<file path="src/rtl/axi4_mst_tgen_if.sv">
// AXI4 512-bit DDR port bundle between the CL-side traffic generator (master) and the shell/DDR model (slave).
interface axi4_mst_tgen_if;
  logic [15:0]  cl_sh_ddr_awid;
  logic [63:0]  cl_sh_ddr_awaddr;
  logic [7:0]   cl_sh_ddr_awlen;
  logic [2:0]   cl_sh_ddr_awsize;
  logic [1:0]   cl_sh_ddr_awburst;
  logic         cl_sh_ddr_awvalid;
  logic         sh_cl_ddr_awready;
  logic [15:0]  cl_sh_ddr_wid;
  logic [511:0] cl_sh_ddr_wdata;
  logic [63:0]  cl_sh_ddr_wstrb;
  logic         cl_sh_ddr_wlast;
  logic         cl_sh_ddr_wvalid;
  logic         sh_cl_ddr_wready;
  logic [15:0]  sh_cl_ddr_bid;
  logic [1:0]   sh_cl_ddr_bresp;
  logic         sh_cl_ddr_bvalid;
  logic         cl_sh_ddr_bready;
  logic [15:0]  cl_sh_ddr_arid;
  logic [63:0]  cl_sh_ddr_araddr;
  logic [7:0]   cl_sh_ddr_arlen;
  logic [2:0]   cl_sh_ddr_arsize;
  logic [1:0]   cl_sh_ddr_arburst;
  logic         cl_sh_ddr_arvalid;
  logic         sh_cl_ddr_arready;
  logic [15:0]  sh_cl_ddr_rid;
  logic [511:0] sh_cl_ddr_rdata;
  logic [1:0]   sh_cl_ddr_rresp;
  logic         sh_cl_ddr_rlast;
  logic         sh_cl_ddr_rvalid;
  logic         cl_sh_ddr_rready;

  modport master (
    output cl_sh_ddr_awid, cl_sh_ddr_awaddr, cl_sh_ddr_awlen, cl_sh_ddr_awsize, cl_sh_ddr_awburst, cl_sh_ddr_awvalid,
    input  sh_cl_ddr_awready,
    output cl_sh_ddr_wid, cl_sh_ddr_wdata, cl_sh_ddr_wstrb, cl_sh_ddr_wlast, cl_sh_ddr_wvalid,
    input  sh_cl_ddr_wready,
    input  sh_cl_ddr_bid, sh_cl_ddr_bresp, sh_cl_ddr_bvalid,
    output cl_sh_ddr_bready,
    output cl_sh_ddr_arid, cl_sh_ddr_araddr, cl_sh_ddr_arlen, cl_sh_ddr_arsize, cl_sh_ddr_arburst, cl_sh_ddr_arvalid,
    input  sh_cl_ddr_arready,
    input  sh_cl_ddr_rid, sh_cl_ddr_rdata, sh_cl_ddr_rresp, sh_cl_ddr_rlast, sh_cl_ddr_rvalid,
    output cl_sh_ddr_rready
  );

  modport slave (
    input  cl_sh_ddr_awid, cl_sh_ddr_awaddr, cl_sh_ddr_awlen, cl_sh_ddr_awsize, cl_sh_ddr_awburst, cl_sh_ddr_awvalid,
    output sh_cl_ddr_awready,
    input  cl_sh_ddr_wid, cl_sh_ddr_wdata, cl_sh_ddr_wstrb, cl_sh_ddr_wlast, cl_sh_ddr_wvalid,
    output sh_cl_ddr_wready,
    output sh_cl_ddr_bid, sh_cl_ddr_bresp, sh_cl_ddr_bvalid,
    input  cl_sh_ddr_bready,
    input  cl_sh_ddr_arid, cl_sh_ddr_araddr, cl_sh_ddr_arlen, cl_sh_ddr_arsize, cl_sh_ddr_arburst, cl_sh_ddr_arvalid,
    output sh_cl_ddr_arready,
    output sh_cl_ddr_rid, sh_cl_ddr_rdata, sh_cl_ddr_rresp, sh_cl_ddr_rlast, sh_cl_ddr_rvalid,
    input  cl_sh_ddr_rready
  );
endinterface

</file>
<file path="src/rtl/axi4_mst_tgen.sv">
// AXI4 traffic generator: writes an address-derived pattern over a region, reads it back and checks it,
// one INCR burst outstanding at a time. Define AXI_TGEN_RESP_CHK_EN to count bad B/R responses and IDs.
module axi4_mst_tgen #(
  parameter logic [15:0] AXI_ID  = 16'h0000,
  parameter logic [31:0] ERR_SAT = 32'hFFFF_FFFF
) (
  input  logic        clk_core,
  input  logic        rst_n,
  input  logic        cfg_start,
  input  logic [63:0] cfg_base_addr,
  input  logic [7:0]  cfg_len,
  input  logic [15:0] cfg_num_bursts,
  input  logic [31:0] cfg_seed,
  output logic        busy,
  output logic        done,
  output logic        cfg_err,
  output logic [31:0] err_cnt,
  output logic [63:0] first_err_addr,
  output logic [15:0] resp_err_cnt,
  axi4_mst_tgen_if.master ddr
);

  typedef enum logic [2:0] {S_IDLE, S_WR_AW, S_WR_W, S_WR_B, S_RD_AR, S_RD_R, S_DONE} state_t;

  state_t       state, state_nxt;
  logic [63:0]  base_q, addr_q, beat_addr, stride;
  logic [7:0]   len_q, beat_q;
  logic [15:0]  nb_q, burst_q;
  logic [31:0]  seed_q;
  logic [511:0] exp_dat;
  logic         start_ok, aw_hs, w_hs, b_hs, ar_hs, r_hs, wlast_beat, last_burst, beat_bad;

  function automatic logic [511:0] pattern(input logic [63:0] a, input logic [31:0] s);
    logic [511:0] p;
    for (int i = 0; i < 16; i++) p[32*i +: 32] = (a[31:0] + 32'(4 * i)) ^ s;
    return p;
  endfunction

  // Length must be 2^k-1 (k<=6) and the base aligned to the burst size, so no burst crosses 4KB.
  assign start_ok   = ((cfg_len & (cfg_len + 8'd1)) == 8'd0) && (cfg_len[7:6] == 2'b00)
                   && ((cfg_base_addr[13:0] & {cfg_len, 6'h3f}) == 14'd0);
  assign stride     = {50'd0, len_q, 6'd0} + 64'd64;
  assign beat_addr  = addr_q + {50'd0, beat_q, 6'd0};
  assign exp_dat    = pattern(beat_addr, seed_q);
  assign beat_bad   = (ddr.sh_cl_ddr_rdata != exp_dat);
  assign wlast_beat = (beat_q == len_q);
  assign last_burst = (burst_q == nb_q - 16'd1);
  assign aw_hs      = ddr.cl_sh_ddr_awvalid & ddr.sh_cl_ddr_awready;
  assign w_hs       = ddr.cl_sh_ddr_wvalid  & ddr.sh_cl_ddr_wready;
  assign b_hs       = ddr.cl_sh_ddr_bready  & ddr.sh_cl_ddr_bvalid;
  assign ar_hs      = ddr.cl_sh_ddr_arvalid & ddr.sh_cl_ddr_arready;
  assign r_hs       = ddr.cl_sh_ddr_rready  & ddr.sh_cl_ddr_rvalid;

  always_ff @(posedge clk_core or negedge rst_n) begin
    if (!rst_n) state <= S_IDLE;
    else        state <= state_nxt;
  end

  always_comb begin
    state_nxt = state;
    case (state)
      S_IDLE:  if (cfg_start && start_ok) state_nxt = S_WR_AW;
      S_WR_AW: if (aw_hs) state_nxt = S_WR_W;
      S_WR_W:  if (w_hs && wlast_beat) state_nxt = S_WR_B;
      S_WR_B:  if (b_hs) state_nxt = last_burst ? S_RD_AR : S_WR_AW;
      S_RD_AR: if (ar_hs) state_nxt = S_RD_R;
      S_RD_R:  if (r_hs && ddr.sh_cl_ddr_rlast) state_nxt = last_burst ? S_DONE : S_RD_AR;
      S_DONE:  state_nxt = S_IDLE;
      default: state_nxt = S_IDLE;
    endcase
  end

  // Payload is forced to zero whenever its valid is low, so reset and idle outputs are all-zero.
  always_comb begin
    ddr.cl_sh_ddr_awid    = '0;
    ddr.cl_sh_ddr_awaddr  = '0;
    ddr.cl_sh_ddr_awlen   = '0;
    ddr.cl_sh_ddr_awsize  = '0;
    ddr.cl_sh_ddr_awburst = '0;
    ddr.cl_sh_ddr_awvalid = 1'b0;
    ddr.cl_sh_ddr_wid     = '0;
    ddr.cl_sh_ddr_wdata   = '0;
    ddr.cl_sh_ddr_wstrb   = '0;
    ddr.cl_sh_ddr_wlast   = 1'b0;
    ddr.cl_sh_ddr_wvalid  = 1'b0;
    ddr.cl_sh_ddr_bready  = 1'b0;
    ddr.cl_sh_ddr_arid    = '0;
    ddr.cl_sh_ddr_araddr  = '0;
    ddr.cl_sh_ddr_arlen   = '0;
    ddr.cl_sh_ddr_arsize  = '0;
    ddr.cl_sh_ddr_arburst = '0;
    ddr.cl_sh_ddr_arvalid = 1'b0;
    ddr.cl_sh_ddr_rready  = 1'b0;
    busy                  = (state != S_IDLE) && (state != S_DONE);
    case (state)
      S_WR_AW: begin
        ddr.cl_sh_ddr_awvalid = 1'b1;
        ddr.cl_sh_ddr_awid    = AXI_ID;
        ddr.cl_sh_ddr_awaddr  = addr_q;
        ddr.cl_sh_ddr_awlen   = len_q;
        ddr.cl_sh_ddr_awsize  = 3'b110;
        ddr.cl_sh_ddr_awburst = 2'b01;
      end
      S_WR_W: begin
        ddr.cl_sh_ddr_wvalid = 1'b1;
        ddr.cl_sh_ddr_wid    = AXI_ID;
        ddr.cl_sh_ddr_wdata  = exp_dat;
        ddr.cl_sh_ddr_wstrb  = '1;
        ddr.cl_sh_ddr_wlast  = wlast_beat;
      end
      S_WR_B: ddr.cl_sh_ddr_bready = 1'b1;
      S_RD_AR: begin
        ddr.cl_sh_ddr_arvalid = 1'b1;
        ddr.cl_sh_ddr_arid    = AXI_ID;
        ddr.cl_sh_ddr_araddr  = addr_q;
        ddr.cl_sh_ddr_arlen   = len_q;
        ddr.cl_sh_ddr_arsize  = 3'b110;
        ddr.cl_sh_ddr_arburst = 2'b01;
      end
      S_RD_R: ddr.cl_sh_ddr_rready = 1'b1;
      default: ;
    endcase
  end

  always_ff @(posedge clk_core or negedge rst_n) begin
    if (!rst_n) begin
      base_q <= '0; addr_q <= '0; len_q <= '0; beat_q <= '0;
      nb_q <= '0; burst_q <= '0; seed_q <= '0;
      done <= 1'b0; cfg_err <= 1'b0; err_cnt <= '0; first_err_addr <= '0;
    end else begin
      case (state)
        S_IDLE: if (cfg_start) begin
          if (start_ok) begin
            base_q         <= cfg_base_addr;
            addr_q         <= cfg_base_addr;
            len_q          <= cfg_len;
            nb_q           <= (cfg_num_bursts == 16'd0) ? 16'd1 : cfg_num_bursts;
            seed_q         <= cfg_seed;
            beat_q         <= '0;
            burst_q        <= '0;
            done           <= 1'b0;
            cfg_err        <= 1'b0;
            err_cnt        <= '0;
            first_err_addr <= '0;
          end else begin
            cfg_err <= 1'b1;
          end
        end
        S_WR_W: if (w_hs) beat_q <= wlast_beat ? 8'd0 : beat_q + 8'd1;
        S_WR_B: if (b_hs) begin
          addr_q  <= last_burst ? base_q : addr_q + stride;
          burst_q <= last_burst ? 16'd0 : burst_q + 16'd1;
        end
        S_RD_R: if (r_hs) begin
          if (beat_bad) begin
            if (err_cnt != ERR_SAT) err_cnt <= err_cnt + 32'd1;
            if (err_cnt == 32'd0)   first_err_addr <= beat_addr;
          end
          if (ddr.sh_cl_ddr_rlast) begin
            beat_q  <= '0;
            addr_q  <= addr_q + stride;
            burst_q <= burst_q + 16'd1;
            if (last_burst) done <= 1'b1;
          end else begin
            beat_q <= beat_q + 8'd1;
          end
        end
        default: ;
      endcase
    end
  end

`ifdef AXI_TGEN_RESP_CHK_EN
  logic resp_bad;
  assign resp_bad = (b_hs && (ddr.sh_cl_ddr_bresp != 2'b00 || ddr.sh_cl_ddr_bid != AXI_ID))
                 || (r_hs && (ddr.sh_cl_ddr_rresp != 2'b00 || ddr.sh_cl_ddr_rid != AXI_ID));

  always_ff @(posedge clk_core or negedge rst_n) begin
    if (!rst_n)                                   resp_err_cnt <= '0;
    else if (state == S_IDLE && cfg_start && start_ok) resp_err_cnt <= '0;
    else if (resp_bad && resp_err_cnt != 16'hFFFF) resp_err_cnt <= resp_err_cnt + 16'd1;
  end
`else
  always_ff @(posedge clk_core or negedge rst_n) begin
    if (!rst_n) resp_err_cnt <= '0;
    else        resp_err_cnt <= '0;
  end
`endif

endmodule
</file>
<file path="src/flat_wrapper.sv">
// flat-port wrapper written by rule: the top's interface ports become plain ports
module axi4_mst_tgen_flat 
#(
  parameter logic [15:0] AXI_ID  = 16'h0000,
  parameter logic [31:0] ERR_SAT = 32'hFFFF_FFFF
)
  (clk_core, rst_n, cfg_start, cfg_base_addr, cfg_len, cfg_num_bursts, cfg_seed, busy, done, cfg_err, err_cnt, first_err_addr, resp_err_cnt, ddr_cl_sh_ddr_awid, ddr_cl_sh_ddr_awaddr, ddr_cl_sh_ddr_awlen, ddr_cl_sh_ddr_awsize, ddr_cl_sh_ddr_awburst, ddr_cl_sh_ddr_awvalid, ddr_sh_cl_ddr_awready, ddr_cl_sh_ddr_wid, ddr_cl_sh_ddr_wdata, ddr_cl_sh_ddr_wstrb, ddr_cl_sh_ddr_wlast, ddr_cl_sh_ddr_wvalid, ddr_sh_cl_ddr_wready, ddr_sh_cl_ddr_bid, ddr_sh_cl_ddr_bresp, ddr_sh_cl_ddr_bvalid, ddr_cl_sh_ddr_bready, ddr_cl_sh_ddr_arid, ddr_cl_sh_ddr_araddr, ddr_cl_sh_ddr_arlen, ddr_cl_sh_ddr_arsize, ddr_cl_sh_ddr_arburst, ddr_cl_sh_ddr_arvalid, ddr_sh_cl_ddr_arready, ddr_sh_cl_ddr_rid, ddr_sh_cl_ddr_rdata, ddr_sh_cl_ddr_rresp, ddr_sh_cl_ddr_rlast, ddr_sh_cl_ddr_rvalid, ddr_cl_sh_ddr_rready);
  axi4_mst_tgen_if ddr_i ();
  input  logic clk_core;
  input  logic rst_n;
  input  logic cfg_start;
  input  logic [63:0] cfg_base_addr;
  input  logic [7:0] cfg_len;
  input  logic [15:0] cfg_num_bursts;
  input  logic [31:0] cfg_seed;
  output logic busy;
  output logic done;
  output logic cfg_err;
  output logic [31:0] err_cnt;
  output logic [63:0] first_err_addr;
  output logic [15:0] resp_err_cnt;
  output wire logic [$bits(ddr_i.cl_sh_ddr_awid)-1:0] ddr_cl_sh_ddr_awid;
  output wire logic [$bits(ddr_i.cl_sh_ddr_awaddr)-1:0] ddr_cl_sh_ddr_awaddr;
  output wire logic [$bits(ddr_i.cl_sh_ddr_awlen)-1:0] ddr_cl_sh_ddr_awlen;
  output wire logic [$bits(ddr_i.cl_sh_ddr_awsize)-1:0] ddr_cl_sh_ddr_awsize;
  output wire logic [$bits(ddr_i.cl_sh_ddr_awburst)-1:0] ddr_cl_sh_ddr_awburst;
  output wire logic [$bits(ddr_i.cl_sh_ddr_awvalid)-1:0] ddr_cl_sh_ddr_awvalid;
  input wire logic [$bits(ddr_i.sh_cl_ddr_awready)-1:0] ddr_sh_cl_ddr_awready;
  output wire logic [$bits(ddr_i.cl_sh_ddr_wid)-1:0] ddr_cl_sh_ddr_wid;
  output wire logic [$bits(ddr_i.cl_sh_ddr_wdata)-1:0] ddr_cl_sh_ddr_wdata;
  output wire logic [$bits(ddr_i.cl_sh_ddr_wstrb)-1:0] ddr_cl_sh_ddr_wstrb;
  output wire logic [$bits(ddr_i.cl_sh_ddr_wlast)-1:0] ddr_cl_sh_ddr_wlast;
  output wire logic [$bits(ddr_i.cl_sh_ddr_wvalid)-1:0] ddr_cl_sh_ddr_wvalid;
  input wire logic [$bits(ddr_i.sh_cl_ddr_wready)-1:0] ddr_sh_cl_ddr_wready;
  input wire logic [$bits(ddr_i.sh_cl_ddr_bid)-1:0] ddr_sh_cl_ddr_bid;
  input wire logic [$bits(ddr_i.sh_cl_ddr_bresp)-1:0] ddr_sh_cl_ddr_bresp;
  input wire logic [$bits(ddr_i.sh_cl_ddr_bvalid)-1:0] ddr_sh_cl_ddr_bvalid;
  output wire logic [$bits(ddr_i.cl_sh_ddr_bready)-1:0] ddr_cl_sh_ddr_bready;
  output wire logic [$bits(ddr_i.cl_sh_ddr_arid)-1:0] ddr_cl_sh_ddr_arid;
  output wire logic [$bits(ddr_i.cl_sh_ddr_araddr)-1:0] ddr_cl_sh_ddr_araddr;
  output wire logic [$bits(ddr_i.cl_sh_ddr_arlen)-1:0] ddr_cl_sh_ddr_arlen;
  output wire logic [$bits(ddr_i.cl_sh_ddr_arsize)-1:0] ddr_cl_sh_ddr_arsize;
  output wire logic [$bits(ddr_i.cl_sh_ddr_arburst)-1:0] ddr_cl_sh_ddr_arburst;
  output wire logic [$bits(ddr_i.cl_sh_ddr_arvalid)-1:0] ddr_cl_sh_ddr_arvalid;
  input wire logic [$bits(ddr_i.sh_cl_ddr_arready)-1:0] ddr_sh_cl_ddr_arready;
  input wire logic [$bits(ddr_i.sh_cl_ddr_rid)-1:0] ddr_sh_cl_ddr_rid;
  input wire logic [$bits(ddr_i.sh_cl_ddr_rdata)-1:0] ddr_sh_cl_ddr_rdata;
  input wire logic [$bits(ddr_i.sh_cl_ddr_rresp)-1:0] ddr_sh_cl_ddr_rresp;
  input wire logic [$bits(ddr_i.sh_cl_ddr_rlast)-1:0] ddr_sh_cl_ddr_rlast;
  input wire logic [$bits(ddr_i.sh_cl_ddr_rvalid)-1:0] ddr_sh_cl_ddr_rvalid;
  output wire logic [$bits(ddr_i.cl_sh_ddr_rready)-1:0] ddr_cl_sh_ddr_rready;
  assign ddr_cl_sh_ddr_awid = ddr_i.cl_sh_ddr_awid;
  assign ddr_cl_sh_ddr_awaddr = ddr_i.cl_sh_ddr_awaddr;
  assign ddr_cl_sh_ddr_awlen = ddr_i.cl_sh_ddr_awlen;
  assign ddr_cl_sh_ddr_awsize = ddr_i.cl_sh_ddr_awsize;
  assign ddr_cl_sh_ddr_awburst = ddr_i.cl_sh_ddr_awburst;
  assign ddr_cl_sh_ddr_awvalid = ddr_i.cl_sh_ddr_awvalid;
  assign ddr_i.sh_cl_ddr_awready = ddr_sh_cl_ddr_awready;
  assign ddr_cl_sh_ddr_wid = ddr_i.cl_sh_ddr_wid;
  assign ddr_cl_sh_ddr_wdata = ddr_i.cl_sh_ddr_wdata;
  assign ddr_cl_sh_ddr_wstrb = ddr_i.cl_sh_ddr_wstrb;
  assign ddr_cl_sh_ddr_wlast = ddr_i.cl_sh_ddr_wlast;
  assign ddr_cl_sh_ddr_wvalid = ddr_i.cl_sh_ddr_wvalid;
  assign ddr_i.sh_cl_ddr_wready = ddr_sh_cl_ddr_wready;
  assign ddr_i.sh_cl_ddr_bid = ddr_sh_cl_ddr_bid;
  assign ddr_i.sh_cl_ddr_bresp = ddr_sh_cl_ddr_bresp;
  assign ddr_i.sh_cl_ddr_bvalid = ddr_sh_cl_ddr_bvalid;
  assign ddr_cl_sh_ddr_bready = ddr_i.cl_sh_ddr_bready;
  assign ddr_cl_sh_ddr_arid = ddr_i.cl_sh_ddr_arid;
  assign ddr_cl_sh_ddr_araddr = ddr_i.cl_sh_ddr_araddr;
  assign ddr_cl_sh_ddr_arlen = ddr_i.cl_sh_ddr_arlen;
  assign ddr_cl_sh_ddr_arsize = ddr_i.cl_sh_ddr_arsize;
  assign ddr_cl_sh_ddr_arburst = ddr_i.cl_sh_ddr_arburst;
  assign ddr_cl_sh_ddr_arvalid = ddr_i.cl_sh_ddr_arvalid;
  assign ddr_i.sh_cl_ddr_arready = ddr_sh_cl_ddr_arready;
  assign ddr_i.sh_cl_ddr_rid = ddr_sh_cl_ddr_rid;
  assign ddr_i.sh_cl_ddr_rdata = ddr_sh_cl_ddr_rdata;
  assign ddr_i.sh_cl_ddr_rresp = ddr_sh_cl_ddr_rresp;
  assign ddr_i.sh_cl_ddr_rlast = ddr_sh_cl_ddr_rlast;
  assign ddr_i.sh_cl_ddr_rvalid = ddr_sh_cl_ddr_rvalid;
  assign ddr_cl_sh_ddr_rready = ddr_i.cl_sh_ddr_rready;
  axi4_mst_tgen #(.AXI_ID(AXI_ID), .ERR_SAT(ERR_SAT)) u_core (.clk_core(clk_core), .rst_n(rst_n), .cfg_start(cfg_start), .cfg_base_addr(cfg_base_addr), .cfg_len(cfg_len), .cfg_num_bursts(cfg_num_bursts), .cfg_seed(cfg_seed), .busy(busy), .done(done), .cfg_err(cfg_err), .err_cnt(err_cnt), .first_err_addr(first_err_addr), .resp_err_cnt(resp_err_cnt), .ddr(ddr_i));
endmodule
</file>
<file path="config.mk">
export PLATFORM = sky130hd
export DESIGN_NAME = axi4_mst_tgen_flat
export DESIGN_NICKNAME = d
export VERILOG_FILES = /design/src/rtl/axi4_mst_tgen_if.sv /design/src/rtl/axi4_mst_tgen.sv /design/src/flat_wrapper.sv
export SDC_FILE = /design/constraint.sdc
export NUM_CORES = 2
export LEC_CHECK = 0
export CAP_MARGIN = 10
export CORE_AREA = 10 10 605 607
export CTS_BUF_LIST = sky130_fd_sc_hd__clkbuf_16
export DETAILED_ROUTE_END_ITERATION = 7
export DIE_AREA = 0 0 615 617
export DONT_BUFFER_PORTS = 1
export GPL_TIMING_DRIVEN = 0
export PLACE_DENSITY = 0.3
export SLEW_MARGIN = 40
export SYNTH_ARGS = -nofsm -noshare
export SYNTH_HDL_FRONTEND = slang
export SYNTH_SLANG_ARGS = --single-unit
</file>
<file path="constraint.sdc">
create_clock -name clk_core -period 11.1 [get_ports clk_core]
set_clock_uncertainty 0.1 [all_clocks]
set_input_delay 1.665 -clock clk_core [delete_from_list [all_inputs] [get_ports clk_core]]
set_output_delay 1.665 -clock clk_core [all_outputs]
set_load 0.005 [all_outputs]
</file>
-- Word level (Yosys, flattened, before mapping)
Index checks and enable logic that the tools add are counted.
- flip-flop bits (word level): 309
- input port bits: 677
- output and inout bits: 899
- logic and storage cells: 173
- $add $sub $neg: 23
- equal/unequal tests: 25
- muxes and demuxes: 66
- bitwise logic cells: 23
- reduce and logical (&&, ||, !) cells: 24
- operators with widths (kind ; number):
    $mux 64 ; 14
    $mux 512 ; 1
    $ne 512x512->1 ; 1
    $xor 32x32->32 ; 16
    $add 32x6->32 const B ; 8
    $pmux 64 s3 ; 1
    $mux 32 ; 5
    $add 32x5->32 const B ; 4
    $pmux 64 s2 ; 1
    $mux 16 ; 7
    $add 32x4->32 const B ; 2
    $add 64x14->64 ; 1
    $add 64x64->64 ; 1
    $mux 8 ; 8
    $pmux 32 s2 ; 1
    $pmux 16 s3 ; 1
    $add 32x1->32 const B ; 1
    $add 32x3->32 const B ; 1
    $logic_not 32->1 ; 1
    $ne 32x32->1 const B ; 1
    $reduce_and 6->1 ; 5
    $mux 3 ; 9
    $ne 2x1->1 const B ; 13
    $pmux 8 s3 ; 1
    29 further kinds ; 57

-- Longest topological paths before layout
- depth in word-level cells: 8
- depth in mapped cells: 26
- gate-level depth less buffers: 19

-- Least setup slack after synthesis
No wires, ideal clock.
- path type: reg2reg
- start: reg u_core.beat_q[0]
- end: reg u_core.first_err_addr[10]
- library setup time: 0.125 ns
- arrival time: 5.638 ns
- data required time: 10.875 ns
- path slack: 5.237 ns
- cell stages (with the launch flop): 21
- buffers on the path: 2
- clock period less this slack: 5.863 ns
- cell sequence: dfrtp_1 ha_1 inv_1 fa_1 and2b_1 o21ai_4 a211oi_2 xor2_1 nand3_1 or4_4 nor3_1 xnor2_1 o2111ai_1 or4_1 or4_1 nor4_1 and4_1 buf_4 nor2_4 buf_6 mux2_4
- cells in the longest elaborated chain, start to end: 6
- elaborated cells between the ends (all ways): 39
- those cells by class: add/sub (16); eq/ne (2); mux (4); bitwise (16); reduce/logical (1)
- ends and longest elaborated chain (item ; RTL line ; RTL):
    start: declaration ; axi4_mst_tgen.sv:27 ; logic [7:0] len_q, beat_q;
    start signal: assignment ; axi4_mst_tgen.sv:149 ; S_WR_W: if (w_hs) beat_q <= wlast_beat ? 8'd0 : beat_q + 8'd1;
    start signal: assignment ; axi4_mst_tgen.sv:165 ; beat_q <= beat_q + 8'd1;
    $add 64x14->64 * ; axi4_mst_tgen.sv:43 ; assign beat_addr = addr_q + {50'd0, beat_q, 6'd0};
    $add 32x3->32 (tied with other cells) ; axi4_mst_tgen.sv:35 ; for (int i = 0; i < 16; i++) p[32*i +: 32] = (a[31:0] + 32'(4 * i)) ^ s;
    $xor 32x32->32 ; axi4_mst_tgen.sv:35 ;
    $ne 512x512->1 ; axi4_mst_tgen.sv:45 ; assign beat_bad = (ddr.sh_cl_ddr_rdata != exp_dat);
    $ne 2x1->1 (no line) ; n/a ;
    $reduce_and 6->1 (no line) ; n/a ;
    end signal: assignment ; axi4_mst_tgen.sv:157 ; if (err_cnt == 32'd0) first_err_addr <= beat_addr;
    end: declaration ; axi4_mst_tgen.sv:18 ; output logic [63:0] first_err_addr,
Every way passes the cells marked *; elsewhere a longest branch is shown, timed or not. The select of a mux whose other input is x is not followed.
A chain may end at the register's enable or synchronous reset.

-- Worst setup path after layout
- start: reg u_core.addr_q[6]
- end: reg u_core.first_err_addr[23]
- cells in the longest elaborated chain, start to end: 6
- elaborated cells between the ends (all ways): 39
- those cells by class: add/sub (16); eq/ne (2); mux (4); bitwise (16); reduce/logical (1)
- ends and longest elaborated chain (item ; RTL line ; RTL):
    start: declaration ; axi4_mst_tgen.sv:26 ; logic [63:0] base_q, addr_q, beat_addr, stride;
    start signal: assignment ; axi4_mst_tgen.sv:135 ; addr_q <= cfg_base_addr;
    start signal: assignment ; axi4_mst_tgen.sv:151 ; addr_q <= last_burst ? base_q : addr_q + stride;
    start signal: assignment ; axi4_mst_tgen.sv:161 ; addr_q <= addr_q + stride;
    $add 64x14->64 * ; axi4_mst_tgen.sv:43 ;
    $add 32x3->32 (tied with other cells) ; axi4_mst_tgen.sv:35 ;
    $xor 32x32->32 ; axi4_mst_tgen.sv:35 ;
    $ne 512x512->1 ; axi4_mst_tgen.sv:45 ;
    $ne 2x1->1 (no line) ; n/a ;
    $reduce_and 6->1 (no line) ; n/a ;
Marked as above.

==> qor.yml <==
run_status:
  status: "finished, final reports clean"
synth:
  yosys.area.top_type_share: 0.177
  synth_fa_ha_area_frac: 0.0113
  yosys_warnings: 0
  syn_inst: 6183
  synthSimpleGateAreaFrac: 0.318
  ys.flop_type: "dfrtp_1"
  synth_edf_count: 0
  synth_top_family_by_area: "simple AND/OR/NAND/NOR gates"
  syn_avg_cell_area_um2: 7.05
  syn_area_um2: 43600
  ys_async_sr_fraction: 1.00
  synth_compound_area_frac: 0.205
  netlist_top_cells_area: "dfrtp_1 (18%), xnor2_1 (12%), nor2_1 (7.4%)"
  seq_area_frac_synth: 0.177
  synthMuxAreaShare: 0.0505
  synth_cell_types: 118
  synth-seq-cells: 309
  yosys.area.top_type: "dfrtp_1"
  synth_xor_area_frac: 0.151
worst_setup_path:
  crit_required_ns: 11.50
  critPathMaxFanout: 10
  crit_family: "simple AND/OR/NAND/NOR gates"
  cp_slowest_cell: "nor4_2"
  critPathLaunchType: "register"
  crit_chain: "ha_1 > inv_1 > fa_1 > nand2b_1 > a21boi_2 > o211ai_1 > a21oi_2 > buf_2 > buf_2 > nand3_2 > nor4_2 > o2bb2ai_1 > buf_4 > nor3_1 > nand4_1 > or3_1 > or4_1 > nor4_1 > and4_1 > buf_4 > buf_2 > buf_2 > o21ai_0 > o41ai_1"
  end_kind: "register"
  path_buf_inv: 7
  max_stage_delay_ns: 0.91
  crit_type: "register to register"
  crit_arrival_ns: 11.16
  cp_common_cell: "buf_2"
floorplanning:
  coreArea_um2: 354000
  die_height_um: 617
  start_util: 0.123
  num_rows: 219
  dieArea_um2: 379000
  die_width_um: 615
  ioPinCount: 1576
finish:
  area_delta_synth_final_pct: 29.9
  drive_gt1_frac: 0.203
  layout_commonest_cell: "nor2_1"
  fillCellCount: 40700
  nets: 7209
  final_cell_mix: "nor2_1 (790), xnor2_1 (501), nand2_1 (481), dfrtp_1 (308), o21ai_0 (305)"
power_and_ir_drop:
  pwr-share-seq: 0.115
  p_switching_mw: 9.83
  finalPower_mw: 14.8
  p_clk_frac: 0.095
  p_sw_frac: 0.662
  pwr-share-comb: 0.790
  p_per_area_nw_per_um2: 262
  ir_worst_vdd_mv: 0.143
  p_leak_nw: 19.3
  p_int_mw: 5.02
cts:
  clk_path_buf_depth: 3
  ctsRootBufferMaster: "clkbuf_16"
  numCtsBuffers: 40
  post_cts_buffers: 0
  clock-sinks: 309
  cts_resized: 0
  htreeDepth: 2
  cts.clk_slew.worst_paths_ns: 0.07
  clk_latency_ns: 0.65
  cts_hold_buf: 0
  cts_tree: "yes"
drt:
  drtAntennaViolNets: 0
  wl_per_cell_um: 54.3
  viasPerCell: 5.08
  drt_iter0_markers: 7151
  vias: 58000
  dr.pass1.iters: 6
  routed_wl_mm: 620
  drc: 0
placement:
  hpwlAfterDp_mm: 542
  gp_congestion: 1.02
  port_buffers: 0
global_route:
  grt_pass1_vias: 53900
  grt_pass1_wl_mm: 746
  antenna_found_initial: 175
  grt_usage: 0.308
  grt_max_degree: 310
  overflow: 0
sta:
  max_freq_mhz: 93.0
  worstMarginPinSlew_ns: 1.16
  rsz0062_at_grt: "no"
  layout_min_cycle_time_ns: 10.76
  slew_viol_final: 0
  finalHoldViolations: 0
  fin_setup_tns_ns: 0
  slew-limit-headroom: 0.228
  fin_crit_sh: 0.969
  setup_viol_count_final: 0
flow_run:
  drv_cap: 0
min_path:
  min_path_type: "register to register"
routing by layer:
metal / up-vias / GRT usage / part of all wire
li1: 22900 / - / -
met3: 953 / 0.0833 / 0.079
met2: 3975 / 0.529 / 0.48
met1: 30200 / 0.337 / 0.37
met4: 70 / 0.187 / 0.074
met5: - / 0 / 0.00077
logic make-up after synthesis:
| kind of cell | Yosys count |
|---|---|
| flops | 309 |
| xor+xnor | 726 |
| other cells | 1 |
| buf+inv | 766 |
| fa+ha+maj | 38 |
| compound gates | 1354 |
| mux | 184 |
| simple gates | 2805 |
cells in the mapped netlist, types with 51 or more instances:
| library cell | instances |
|---|---|
| and2_1 | 101 |
| and3_1 | 160 |
| nand3_1 | 250 |
| nand2_1 | 492 |
| a211oi_1 | 52 |
| a21oi_1 | 330 |
| mux2_2 | 115 |
| dfrtp_1 | 309 |
| nand4_1 | 130 |
| o22ai_1 | 77 |
| nor4_1 | 131 |
| nor3_1 | 335 |
| o21ai_0 | 317 |
| or3_1 | 92 |
| xor2_1 | 136 |
| inv_1 | 93 |
| clkbuf_1 | 340 |
| buf_4 | 214 |
| buf_1 | 55 |
| o31ai_1 | 62 |
| nor2_1 | 856 |
| xnor2_1 | 573 |
| buf_2 | 51 |
| a31oi_1 | 80 |
final cells by class:
type | instances | area [µm²] | share of cell area
buffer | 667 | 3730 | 0.0658
multi-input combinational | 5175 | 34500 | 0.609
sequential | 309 | 7730 | 0.137
antenna | 145 | 363 | 0.00641
clock inverter | 30 | 308 | 0.00544
tap | 4751 | 5940 | 0.105
timing repair buffer | 202 | 2660 | 0.0469
clock buffer | 40 | 1000 | 0.0177
inverter | 99 | 378 | 0.00667
state kept, by name, summed over array words and instances (netlist names):
name	flops
u_core.burst_q	16
u_core.nb_q	16
u_core.addr_q	64
u_core.state	3
u_core.first_err_addr	64
u_core.len_q	8
u_core.cfg_err	1
u_core.err_cnt	32
u_core.done	1
u_core.beat_q	8
u_core.base_q	64
u_core.seed_q	32
worst paths after layout:
| path | startpoint | endpoint | slack [ns] | cells past startpoint |
|---|---|---|---|---|
| min | u_core.base_q[19] | u_core.base_q[19] | 0.41 | 1 |
| max reg2reg | u_core.addr_q[6] | u_core.first_err_addr[23] | 0.34 | 24 |
| min in group asynchronous | rst_n | u_core.first_err_addr[46] | 0.65 | 0 |
| max | u_core.addr_q[6] | u_core.first_err_addr[23] | 0.34 | 24 |
| max in group asynchronous | rst_n | u_core.seed_q[7] | 9.34 | 0 |
| min reg2reg | u_core.base_q[19] | u_core.base_q[19] | 0.41 | 1 |
metrics by stage:
stage | setup WS [ns] | util | area [µm²] | cells | hold WS [ns]
finish | 0.343 | 0.160 | 56600 | 11400 | 0.407
global route | 0.437 | 0.159 | 56500 | 11400 | 0.419
CTS | 0.803 | 0.158 | 56100 | 11300 | 0.404
detailed placement | 0.867 | 0.155 | 54800 | 11200 | 0.387
global placement | -4.33 | 0.141 | 49800 | 11000 | 0.384
floorplan | 5.24 | - | 43800 | 6250 | 0.365
power groups by stage:
stage	sequential, mW	clock (mW)	combinational (mW)
2_1_floorplan	1.49	0	5.04
3_3_place_gp	1.73	0	10.6
3_5_place_dp	1.74	0	11.3
4_1_cts	1.72	1.48	11.4
5_1_grt	1.73	1.50	11.8
6_report	1.71	1.42	11.7
Power figures use the tool's default switching activity.
